### config.mk
export PLATFORM = sky130hd
export DESIGN_NAME = cout_tx
export DESIGN_NICKNAME = d
export VERILOG_FILES = /design/src/rtl/cout_tx_pkg.sv /design/src/rtl/cout_tx_sync_fifo.sv /design/src/rtl/cout_tx.sv
export SDC_FILE = /design/constraint.sdc
export NUM_CORES = 1
export LEC_CHECK = 0
export ABC_AREA = 0
export CORE_UTILIZATION = 54
export CTS_BUF_LIST = sky130_fd_sc_hd__clkbuf_16
export CTS_CLUSTER_DIAMETER = 150
export DETAILED_ROUTE_END_ITERATION = 6
export GPL_ROUTABILITY_DRIVEN = 0
export PLACE_DENSITY = 0.75
export SLEW_MARGIN = 10
export SYNTH_ARGS = -nofsm -noshare
export SYNTH_HDL_FRONTEND = slang
export SYNTH_SLANG_ARGS = --single-unit
### constraint.sdc
create_clock -name clock -period 2.7 [get_ports clock]
set_clock_uncertainty 0.15 [all_clocks]
set_input_delay 0.405 -clock clock [delete_from_list [all_inputs] [get_ports clock]]
set_output_delay 0.405 -clock clock [all_outputs]
set_load 0.01 [all_outputs]
### src/rtl/cout_tx_pkg.sv
// Shared definitions for the COUT serial transmitter: TX state encoding and frame sizes.
// Frame size depends on COUT_TX_PARITY_EN (8E1 when defined, 8N1 otherwise).
package cout_tx_pkg;

  typedef enum logic [2:0] {
    ST_IDLE   = 3'd0,
    ST_START  = 3'd1,
    ST_DATA   = 3'd2,
    ST_STOP   = 3'd3,
    ST_PARITY = 3'd4
  } tx_state_e;

  localparam int unsigned DATA_BITS      = 8;
  localparam int unsigned FRAME_BITS_8N1 = 10;
  localparam int unsigned FRAME_BITS_8E1 = 11;

`ifdef COUT_TX_PARITY_EN
  localparam int unsigned FRAME_BITS = FRAME_BITS_8E1;
`else
  localparam int unsigned FRAME_BITS = FRAME_BITS_8N1;
`endif

endpackage

### src/rtl/cout_tx_sync_fifo.sv
// Synchronous first-word-fall-through FIFO with registered count and full/empty flags.
// Push is ignored when full and pop is ignored when empty.
module cout_tx_sync_fifo #(
  parameter int unsigned DEPTH = 8,
  parameter int unsigned WIDTH = 8
) (
  input  logic                     clk,
  input  logic                     rst_n,
  input  logic                     push_i,
  input  logic [WIDTH-1:0]         wr_data_i,
  input  logic                     pop_i,
  output logic [WIDTH-1:0]         head_c_o,
  output logic [$clog2(DEPTH):0]   count_o,
  output logic                     full_o,
  output logic                     empty_o
);

  localparam int unsigned PW = $clog2(DEPTH);
  localparam int unsigned CW = PW + 1;

  logic [WIDTH-1:0] mem_q [DEPTH];
  logic [PW-1:0]    wr_ptr_q, rd_ptr_q;
  logic [CW-1:0]    count_q, count_d;
  logic             full_q, empty_q;
  logic             do_push, do_pop;

  assign do_push  = push_i && !full_q;
  assign do_pop   = pop_i && !empty_q;
  assign head_c_o = mem_q[rd_ptr_q];
  assign count_o  = count_q;
  assign full_o   = full_q;
  assign empty_o  = empty_q;

  always_ff @(posedge clk) begin
    if (do_push) mem_q[wr_ptr_q] <= wr_data_i;
  end

  // Simultaneous push and pop leave the occupancy unchanged.
  always_comb begin
    count_d = count_q;
    unique case ({do_push, do_pop})
      2'b10:   count_d = count_q + CW'(1);
      2'b01:   count_d = count_q - CW'(1);
      default: ;
    endcase
  end

  always_ff @(posedge clk or negedge rst_n) begin
    if (!rst_n) begin
      wr_ptr_q <= '0;
      rd_ptr_q <= '0;
      count_q  <= '0;
      full_q   <= 1'b0;
      empty_q  <= 1'b1;
    end else begin
      if (do_push) wr_ptr_q <= wr_ptr_q + PW'(1);
      if (do_pop)  rd_ptr_q <= rd_ptr_q + PW'(1);
      count_q <= count_d;
      full_q  <= (count_d == CW'(DEPTH));
      empty_q <= (count_d == '0);
    end
  end

endmodule

### src/rtl/cout_tx.sv
// COUT output stage: buffers core bytes in a FIFO and serialises them as async frames on tx.
// Define COUT_TX_PARITY_EN for 8E1 frames (even parity bit); default build is 8N1.
module cout_tx
  import cout_tx_pkg::*;
#(
  parameter int unsigned FIFO_DEPTH   = 8,
  parameter int unsigned CLKS_PER_BIT = 16
) (
  input  logic                         clock,
  input  logic                         reset_n,
  input  logic                         wr_valid,
  input  logic [7:0]                   wr_data,
  output logic                         wr_ready,
  output logic                         tx,
  output logic                         busy,
  output logic [$clog2(FIFO_DEPTH):0]  fifo_count
);

  localparam int unsigned BW = (CLKS_PER_BIT > 1) ? $clog2(CLKS_PER_BIT) : 1;
  localparam logic [BW-1:0] BAUD_RELOAD = BW'(CLKS_PER_BIT - 1);
  localparam logic [2:0]    LAST_BIT    = 3'(DATA_BITS - 1);

  tx_state_e     state_q;
  logic [BW-1:0] baud_q;
  logic [2:0]    bit_q;
  logic [7:0]    shift_q;
  logic          tx_q, busy_q;
`ifdef COUT_TX_PARITY_EN
  logic          parity_q;
`endif

  logic       fifo_full, fifo_empty;
  logic [7:0] fifo_head;
  logic       push_c, pop_c, baud_done_c, next_idle_c;

  assign push_c   = wr_valid && !fifo_full;
  assign wr_ready = !fifo_full;
  assign tx       = tx_q;
  assign busy     = busy_q;

  cout_tx_sync_fifo #(
    .DEPTH (FIFO_DEPTH),
    .WIDTH (8)
  ) u_fifo (
    .clk       (clock),
    .rst_n     (reset_n),
    .push_i    (push_c),
    .wr_data_i (wr_data),
    .pop_i     (pop_c),
    .head_c_o  (fifo_head),
    .count_o   (fifo_count),
    .full_o    (fifo_full),
    .empty_o   (fifo_empty)
  );

  // A new frame is fetched from IDLE or at the last cycle of STOP (back-to-back frames).
  always_comb begin
    baud_done_c = (baud_q == '0);
    pop_c       = 1'b0;
    next_idle_c = 1'b0;
    unique case (state_q)
      ST_IDLE: begin
        pop_c       = !fifo_empty;
        next_idle_c = fifo_empty;
      end
      ST_STOP: begin
        if (baud_done_c) begin
          pop_c       = !fifo_empty;
          next_idle_c = fifo_empty;
        end
      end
      default: ;
    endcase
  end

  always_ff @(posedge clock or negedge reset_n) begin
    if (!reset_n) begin
      state_q  <= ST_IDLE;
      baud_q   <= '0;
      bit_q    <= '0;
      shift_q  <= '0;
      tx_q     <= 1'b1;
      busy_q   <= 1'b0;
`ifdef COUT_TX_PARITY_EN
      parity_q <= 1'b0;
`endif
    end else begin
      // Going idle implies no pop, so the FIFO stays empty unless this edge pushes.
      busy_q <= !next_idle_c || push_c || !fifo_empty;
      unique case (state_q)
        ST_IDLE: begin
          tx_q <= 1'b1;
          if (pop_c) begin
            state_q  <= ST_START;
            shift_q  <= fifo_head;
            baud_q   <= BAUD_RELOAD;
            tx_q     <= 1'b0;
`ifdef COUT_TX_PARITY_EN
            parity_q <= ^fifo_head;
`endif
          end
        end
        ST_START: begin
          if (baud_done_c) begin
            state_q <= ST_DATA;
            bit_q   <= '0;
            baud_q  <= BAUD_RELOAD;
            tx_q    <= shift_q[0];
          end else begin
            baud_q <= baud_q - BW'(1);
          end
        end
        ST_DATA: begin
          if (baud_done_c) begin
            baud_q <= BAUD_RELOAD;
            if (bit_q == LAST_BIT) begin
`ifdef COUT_TX_PARITY_EN
              state_q <= ST_PARITY;
              tx_q    <= parity_q;
`else
              state_q <= ST_STOP;
              tx_q    <= 1'b1;
`endif
            end else begin
              bit_q   <= bit_q + 3'(1);
              shift_q <= {1'b0, shift_q[7:1]};
              tx_q    <= shift_q[1];
            end
          end else begin
            baud_q <= baud_q - BW'(1);
          end
        end
`ifdef COUT_TX_PARITY_EN
        ST_PARITY: begin
          if (baud_done_c) begin
            state_q <= ST_STOP;
            baud_q  <= BAUD_RELOAD;
            tx_q    <= 1'b1;
          end else begin
            baud_q <= baud_q - BW'(1);
          end
        end
`endif
        ST_STOP: begin
          if (baud_done_c) begin
            if (pop_c) begin
              state_q  <= ST_START;
              shift_q  <= fifo_head;
              baud_q   <= BAUD_RELOAD;
              tx_q     <= 1'b0;
`ifdef COUT_TX_PARITY_EN
              parity_q <= ^fifo_head;
`endif
            end else begin
              state_q <= ST_IDLE;
              tx_q    <= 1'b1;
            end
          end else begin
            baud_q <= baud_q - BW'(1);
          end
        end
        default: begin
          state_q <= ST_IDLE;
          tx_q    <= 1'b1;
        end
      endcase
    end
  end

endmodule

Yosys cells after proc, flatten, opt, wreduce, memory -nomap -nowiden
Memory sizes are Yosys's and may differ from the RTL's.
Cells that the tools add are included.
W data, S select, Z words.
{ "op_classes": {"n_reduce_logical": 19, "n_eq_ne": 13, "n_addsub": 6, "n_mux": 33} }
{ "op_table": {"columns": ["cell", "count"], "rows": [
  ["$mux W8", 4],
  ["$mux W3", 8],
  ["$pmux W8 S3", 1],
  ["$mux W4", 3],
  ["$pmux W3 S4", 1],
  ["$pmux W4 S3", 1],
  ["$mux W1", 10],
  ["$ne A2 B2 Y1 const B", 5],
  ["$add A3 B1 Y3 const B", 3],
  ["$logic_not A4 Y1", 2],
  ["$pmux W4 S2", 1],
  ["$reduce_and A4 Y1", 2],
  ["$sub A4 B1 Y4 const B", 2],
  ["$eq A3 B2 Y1 const B", 2],
  ["$pmux W3 S2", 1],
  ["$reduce_bool A3 Y1", 2],
  ["$reduce_and A5 Y1", 1],
  ["$add A4 B1 Y4 const B", 1],
  ["$eq A4 B4 Y1 const B", 1],
  ["$pmux W1 S2", 2],
  ["$pmux W1 S4", 1],
  ["$eq A3 B1 Y1 const B", 1],
  ["$eq A3 B3 Y1 const B", 1],
  ["$logic_and A1 B1 Y1", 3],
  ["9 further kinds", 12]
]} }
{ "totals": {"mem_bits_rw": 64, "elab_cells": 83, "in_bits": 11, "n_memories": 1, "ff_bits": 32} }
{ "mem_list": {"columns": ["memory", "words", "word_bits", "rd", "rd_ports_with_merged_regs", "wr", "line", "rtl"], "rows": [
  ["u_fifo.mem_q", 8, 8, 1, 0, 1, "cout_tx_sync_fifo.sv:21", "logic [WIDTH-1:0] mem_q [DEPTH];"]
]} }

Depth between registers and ports, before layout
{ "logic_depth": {"word_depth": 7, "depth_mapped": 11} }

By module
Synthesis repeated with hierarchy kept, for this count alone.
{ "hier_totals": {"cells_unflattened": 287, "hier_area_um2": 4405.5} }
{ "by_module_without_submodules": {"columns": ["mod", "cells_per_inst", "instances", "area_per_inst_um2", "seq_area_each_um2"], "rows": [
  ["cout_tx_sync_fifo", 162, 1, 3148.0, 2223.4],
  ["cout_tx", 125, 1, 1257.5, 476.7]
]} }

Worst setup path after synthesis
Ideal clock, no wire load.
{ "synth_path": {"path_type": "reg2reg", "from": "register state_q[0]", "to": "register u_fifo.full_q, in the netlist u_fifo.full_o", "n_path_buf": 2, "arrival_time_ns": 2.518, "stages_incl_launch_ff": 12, "path_slack_ns": -0.097, "cell_sequence": "dfrtp_1 > inv_1 > ha_1 > buf_2 > or2_2 > nor2_1 > ha_1 > buf_6 > nor4_1 > mux2i_1 > xnor2_2 > nor3b_2"} }
{ "synth_via": {"elab_chain_cells": 6, "elab_cells_between_ends": 8} }
{ "synth_rtl": {"columns": ["item", "line", "rtl"], "rows": [
  ["start: declaration", "cout_tx.sv:23", "tx_state_e state_q;"],
  ["start signal: assignment", "cout_tx.sv:78", "state_q <= ST_IDLE;"],
  ["start signal: assignment", "cout_tx.sv:94", "state_q <= ST_START;"],
  ["start signal: assignment", "cout_tx.sv:105", "state_q <= ST_DATA;"],
  ["$eq A3 B2 Y1 or $logic_not A3 Y1 (tied branches)", "cout_tx.sv:61", "unique case (state_q)"],
  ["$pmux W1 S2 *", "cout_tx.sv:61", null],
  ["$logic_and A1 B1 Y1 *", "cout_tx_sync_fifo.sv:28", "assign do_pop = pop_i && !empty_q;"],
  ["$eq A2 B1 Y1 or $eq A2 B2 Y1 (tied branches)", "cout_tx_sync_fifo.sv:41", "unique case ({do_push, do_pop})"],
  ["$pmux W4 S2 *", "cout_tx_sync_fifo.sv:41", null],
  ["net u_fifo.count_d[3]", "cout_tx_sync_fifo.sv:23", "logic [CW-1:0] count_q, count_d;"],
  ["$eq A4 B4 Y1 *", "cout_tx_sync_fifo.sv:59", "full_q <= (count_d == CW'(DEPTH));"],
  ["end signal: assignment", "cout_tx_sync_fifo.sv:59", null],
  ["end: declaration", "cout_tx_sync_fifo.sv:24", "logic full_q, empty_q;"]
]} }
Mark *: on every way through the listed nets, which the timed path passes. The rest lies on a longest branch.
A chain may end at the register's enable or synchronous reset.

Worst setup path after layout
Ends and elaborated chain as after synthesis.

==> impl_metrics.env <==
export IMPL_status="finished, final reports clean"
export IMPL_syn_inst=284
export IMPL_period_needed_ps=2500
export IMPL_timing_fmax_mhz=399
export IMPL_die_height_um=91.4
export IMPL_crit_top_cell="ha_4"
export IMPL_drc_errors=0
export IMPL_power_mw=5.99
export IMPL_ant_nets=0
export IMPL_syn_area_sq_mm=0.00432
export IMPL_final_max_slew_viol_count=0
export IMPL_nets=342
export IMPL_viasPerCell=5.76
export IMPL_grt_use_total=0.207
export IMPL_grt_pass1_vias=2475
export IMPL_slowest_delay_ps=420
export IMPL_ys_seq_elements=95
export IMPL_crit_fanout=5
export IMPL_cts_root_buf="clkbuf_16"
export IMPL_antenna_found_initial=0
export IMPL_crit_path_end_kind="register"
export IMPL_insertion_delay_ps=340
export IMPL_cellPowerDensity_mw_per_mm2=1200
export IMPL_synth_seq_area_share=0.626
export IMPL_synth_cell_type_count=49
export IMPL_rows=32
export IMPL_layout_common_cells="64 x edfxtp_1, 29 x dfrtp_1, 23 x nand2_1"
export IMPL_slowest_stage="dfrtp_1"
export IMPL_arrival_ps=2580
export IMPL_synthTopCellsByArea="edfxtp_1 45%, dfrtp_1 17%, mux4_1 5.5%"
export IMPL_mostFrequentLayoutCell="edfxtp_1"
export IMPL_die_area_sq_mm=0.00835
export IMPL_grt_max_degree=32
export IMPL_vias=2450
export IMPL_cts_hold_buffers_added=0
export IMPL_hpwl_um=4950
export IMPL_final_area_sq_mm=0.00500
export IMPL_post_drt_wl_per_cell_um=18.0
export IMPL_dr_pass1_iters=4
export IMPL_fp_coreArea_sq_mm=0.00773
export IMPL_clockBufferDepth=2
export IMPL_dpl_cell_area_sq_mm=0.00466
export IMPL_post_place_ws_ps=-13.2
export IMPL_max_slew_margin=0.500
export IMPL_htree_levels=3
export IMPL_ios=18
export IMPL_async_reset_ff_frac=0.326
export IMPL_synth_avg_cell_area_sq_um=15.2
export IMPL_drive_gt1_frac=0.226
export IMPL_start_util=0.559
export IMPL_leakage_nw=1.87
export IMPL_yosysWarningCount=0
export IMPL_synth_ff_type="edfxtp_1"
export IMPL_worst_slew_pin_slew_ps=749
export IMPL_cts_sinks=95
export IMPL_area_delta_synth_final_pct=15.8
export IMPL_synth_area_leader_cell="edfxtp_1"
export IMPL_syn_nets=308
export IMPL_synth_top_area_frac=0.445
export IMPL_worstSetupStartpointType="register"
export IMPL_cts_buffers=9
export IMPL_grt_overflow=0
export IMPL_critical_path_cell_chain="inv_2, ha_4, or2_2, nor2_4, ha_4, or2b_1, a21oi_1, mux2i_1, xnor2_2, nor3b_2"
export IMPL_diodes=0
export IMPL_period_share=0.927
export IMPL_io_buffer_count=17
export IMPL_dieWidth_um=91.4
export IMPL_critPathKind="reg -> reg"
export IMPL_setup_ws_ps=197
export IMPL_grt_first_pass_wirelength_um=12700
export IMPL_hold_class="in -> async"
export IMPL_synth_edf_count=64
export IMPL_cts_tree="done"
export IMPL_setup_viol=0
export IMPL_drv_cap=0
export IMPL_ir_drop_v=0.000563
export IMPL_drt_initial_drc_count=107
export IMPL_crit_required_ps=2770
export IMPL_routed_wl_um=7640
export IMPL_whs_ps=303
export IMPL_clkTransAtPathRegs_ps=70
export IMPL_finalHoldViolCount=0
==> registers in the layout, indices dropped and copies added, names as in the netlist <==
| name | count |
|---|---|
| u_fifo.empty_o | 1 |
| busy | 1 |
| u_fifo.count_o | 4 |
| u_fifo.mem_q | 64 |
| u_fifo.wr_ptr_q | 3 |
| u_fifo.full_o | 1 |
| bit_q | 3 |
| shift_q | 8 |
| u_fifo.rd_ptr_q | 3 |
| baud_q | 4 |
| state_q | 2 |
| tx | 1 |
==> layer usage <==
| layer | part of all wire | up-vias | track usage |
|---|---|---|---|
| met5 | 0 | - | 0 |
| met2 | 0.52 | 51 | 0.345 |
| met4 | 0.027 | 0 | 0.112 |
| met1 | 0.42 | 1232 | 0.261 |
| li1 | - | 1152 | - |
| met3 | 0.030 | 15 | 0.0302 |
==> cells by family (layout without fill, tap and decap cells) <==
kind of cell | after synthesis | after routing | synth area share
AND/OR/NAND/NOR | 68 | 68 | 0.0829
XOR/XNOR | 9 | 9 | 0.0200
AO/OA/AOI/OAI | 42 | 42 | 0.0623
buffers and inverters | 21 | 60 | 0.0310
adder cells (fa/ha/maj) | 13 | 13 | 0.0377
flip-flops | 95 | 95 | 0.626
multiplexers | 36 | 36 | 0.141
==> area by class of cell <==
| type | instances | area, sq um |
|---|---|---|
| well taps | 102 | 128 |
| clock inverters | 7 | 73.8 |
| fillers | 546 | 2730 |
| clock buffers | 9 | 225 |
| multi-input cells | 168 | 1530 |
| inverters | 7 | 27.5 |
| repair buffers | 37 | 320 |
| flip-flops and latches | 95 | 2700 |
==> worst max-delay path: cells and delay by family, from the launching register on <==
kind                       cells  cell delay [ps]
AOI/OAI and AO/OA              1              150
xor gates and xnor gates       1              160
adders and majority gates      2              380
buffers and inverters          1              110
DFF                            1              420
muxes                          1              130
and+or+nand+nor                4              880
==> per-stage QoR <==
| step | setup TNS (ps) | utilization | std cells |
|---|---|---|---|
| 2_1_floorplan | 0 | - | 284 |
| 3_3_place_gp | 0 | 0.603 | 408 |
| 3_5_place_dp | -13.2 | 0.603 | 408 |
| 4_1_cts | 0 | 0.643 | 424 |
| 5_1_grt | -24.9 | 0.647 | 425 |
| 6_report | 0 | 0.647 | 425 |
==> worst paths after layout <==
check / startpoint / end / slack [ps] / cells past startpoint
min in group clock: shift_q[3] / shift_q[3] / 340 / 2
max in group asynchronous: reset_n / tx / 1770 / 2
hold / removal: reset_n / u_fifo.count_o[3] / 300 / 2
setup / recovery: state_q[0] / u_fifo.full_o / 200 / 10
setup reg to reg: state_q[0] / u_fifo.full_o / 200 / 10
hold reg to reg: shift_q[3] / shift_q[3] / 340 / 2
==> Yosys cell counts (all sizes together), types with 2 or more instances <==
| cell type | number |
|---|---|
| nor2 | 16 |
| dfrtp | 29 |
| inv | 6 |
| nand2b | 2 |
| mux4 | 16 |
| xnor2 | 8 |
| clkbuf | 4 |
| buf | 10 |
| o22a | 2 |
| nor3b | 6 |
| mux2i | 10 |
| nor4 | 2 |
| a22o | 2 |
| nor3 | 9 |
| ha | 13 |
| edfxtp | 64 |
| nand2 | 23 |
| a21oi | 17 |
| mux2 | 10 |
| dfstp | 2 |
| o21ai | 12 |
| o31ai | 3 |
==> timing repair <==
| item | 4_1_cts | 5_1_grt |
|---|---|---|
| gates resized for setup | 2 | 6 |
| setup endpoints to repair | 2 | 3 |
| setup buffers | 0 | 1 |
| pin swaps | 0 | 1 |
==> power by group <==
group	internal, mW	switching, mW
combinational	1.26	1.24
sequential	1.94	0.310
clock	0.657	0.584
total	3.86	2.13
Note: power is estimated with default switching activity, not from simulation.
==> patch: new RTL, same flow settings <==
The 5 states of `tx_state_e` get a one-hot encoding in 5 bits.
--- a/src/rtl/cout_tx_pkg.sv
+++ b/src/rtl/cout_tx_pkg.sv
@@ -3,10 +3,10 @@
 package cout_tx_pkg;
 
-  typedef enum logic [2:0] {
-    ST_IDLE   = 3'd0,
-    ST_START  = 3'd1,
-    ST_DATA   = 3'd2,
-    ST_STOP   = 3'd3,
-    ST_PARITY = 3'd4
+  typedef enum logic [4:0] {
+    ST_IDLE   = 5'b00001,
+    ST_START  = 5'b00010,
+    ST_DATA   = 5'b00100,
+    ST_STOP   = 5'b01000,
+    ST_PARITY = 5'b10000
   } tx_state_e;
 
Check against the original RTL: no difference found for any inputs over 10 cycles, from zero or initial values and one cycle with reset_n low; not proved beyond that.
==> patch against the unedited design <==
The run now ends with negative setup slack left; setup slack lost 0.25 ns; synthesized area shrank 0.26%; global-route usage rose by 0.45 points; routed wire length rose by 4.9%; cell area up 5.2%; sequential cell count increased by 2; total power up 0.39%; fmax fell by 9.1%; first-iteration DRC count increased by 61%; non-clock buffer count grew 20; critical endpoint unchanged; highest routed layer unchanged.
==> patch: results (changes against the unedited design) <==
Layout
  – Multi-input logic area: 1602 sq um (+5.0%)
  – Buffering overhead: 0.09013 (+0.02607)
  – Bufs w/o clock: 57 (+54%)
  – Sequential cell area: 2751 sq um (+1.9%)
  – Inverters, non-clock: 8 (+1)
  – Clock-cell share: 0.05256 (-0.007253)
  – Final Net Count: 375 (+9.6%)
  – Count of multi-input gates: 183 (+8.9%)
  – Layout cells sized above 1: 0.2798 (+0.05377)
  – Fillcell total: 542 (-0.73%)

Yosys
  – Synth unique cells: 57 (+16%)
  – Synthesis Warnings: 0 (unchanged)
  – FFs w/ async S/R, synth: 0.3402 (+0.01389)
  – Synth Net Count: 322 (+4.5%)
  – Mean post-synth cell area: 14.21 sq um (-6.5%)
  – Synth Register Bits: 97 (+2.1%)
  – Synth Area in Compound Gates: 0.09241 (+0.03010)
  – Sequential-to-total area share from yosys stat: 0.6391 (+0.01355)
  – Ranking of synthesized cells by area: edfxtp_1, dfrtp_1, mux4_2
  – Post-synthesis xor/xnor area fraction: 0.01831 (-0.001691)
  – Post-synthesis adder-cell area fraction: 0.02325 (-0.01443)
  – Post-synthesis mux area share: 0.1104 (-0.03015)
  – Most common library cells after synthesis: edfxtp_1, dfrtp_1, o21ai_0

Pwr
  – Switch share: 0.3491 (-0.006622)
  – Peak VDD IR: 0.6586 mV (+17%)
  – Total sequential power: 0.00235 W (+4%)
  – Internal power: 0.003913 W (+1.4%)
  – Clk pwr share: 0.194 (-0.013)
  – Leak: 1.985 nW (+6.1%)

Placed design
  – Post-DP Area: 4866 sq um (+4.5%)
  – HPWL after detailed placement: 5367 um (+8.4%)
  – Placed insts: 439 (+7.6%)
  – Pre-CTS setup slack: -0.1412 ns (-0.1280 ns)

Setup path
  – Slowest stage cell, crit path: dfstp_2
  – Crit path largest cell delay: 0.59 ns (+0.17 ns)
  – Crit path max fanout: 6 (+1)
  – R2r startpoint: state_q[0]
  – Crit path DAT: 2.85 ns (+0.27 ns)

Global routing
  – GRT Util Overall: 0.2114 (+0.004520)
  – Pin count of the biggest net entering global routing: 34 (+6.3%)
  – Number of global-route vias before repair: 2624 (+6.0%)
  – First-pass GRT wire length: 13220 um (+4.2%)

Route
  – Total number of vias: 2668 (+8.9%)
  – Initial DRC count: 172 (+61%)
  – DR pass1 iterations: 4 (unchanged)
  – Wire per inst: 17.32 um (-3.7%)
  – Detailed Route WL: 8018 um (+4.9%)

Clock tree
  – Cts repair resizes: 7 (+5)
  – Setup bufs post-CTS: 6 (+6)
  – Clock tree buffer depth: 2 (unchanged)

Timing
  – PnR worst setup slack: -0.05497 ns (-0.2516 ns)
  – Worst-margin pin slew: 0.8551 ns (+0.1056 ns)
  – Setup TNS: -0.09409 ns (-0.09409 ns)
  – Setup violators final: 2 (+2)

Run status
  – Failing checks: negative setup slack
  – Status: complete, but fails checks
==> patch: cell count changes after synthesis, moves of 4 or more <==
cell,change
nand2_1,+4
mux2_2,-7
a21oi_1,-10
ha_1,-5
mux4_2,+9
mux4_1,-9
o21ai_1,-6
o21ai_0,+25
==> patch: critical path: cells and delay by family (launching register included) <==
kind	cells	cell delay, ns
flip-flops	1	0.59
buffers and inverters	1	0.18
AND/OR/NAND/NOR	4	0.85
adder cells (fa/ha/maj)	1	0.24
AO/OA/AOI/OAI	4	0.66
==> patch: stage by stage <==
step / hold slack (ns) / util
finish: 0.3210 / 0.6809
global placement: 0.3070 / 0.6297
global route: 0.3674 / 0.6809
CTS: 0.3309 / 0.6763
floorplan: -0.04059 / -
detailed placement: 0.3162 / 0.6297
==> patch: layer usage <==
layer  part of all wire  global-route usage
met1               0.48              0.3007
met2               0.48              0.3295
met3              0.031             0.03518
met4              0.010             0.08201
met5                  0                   0
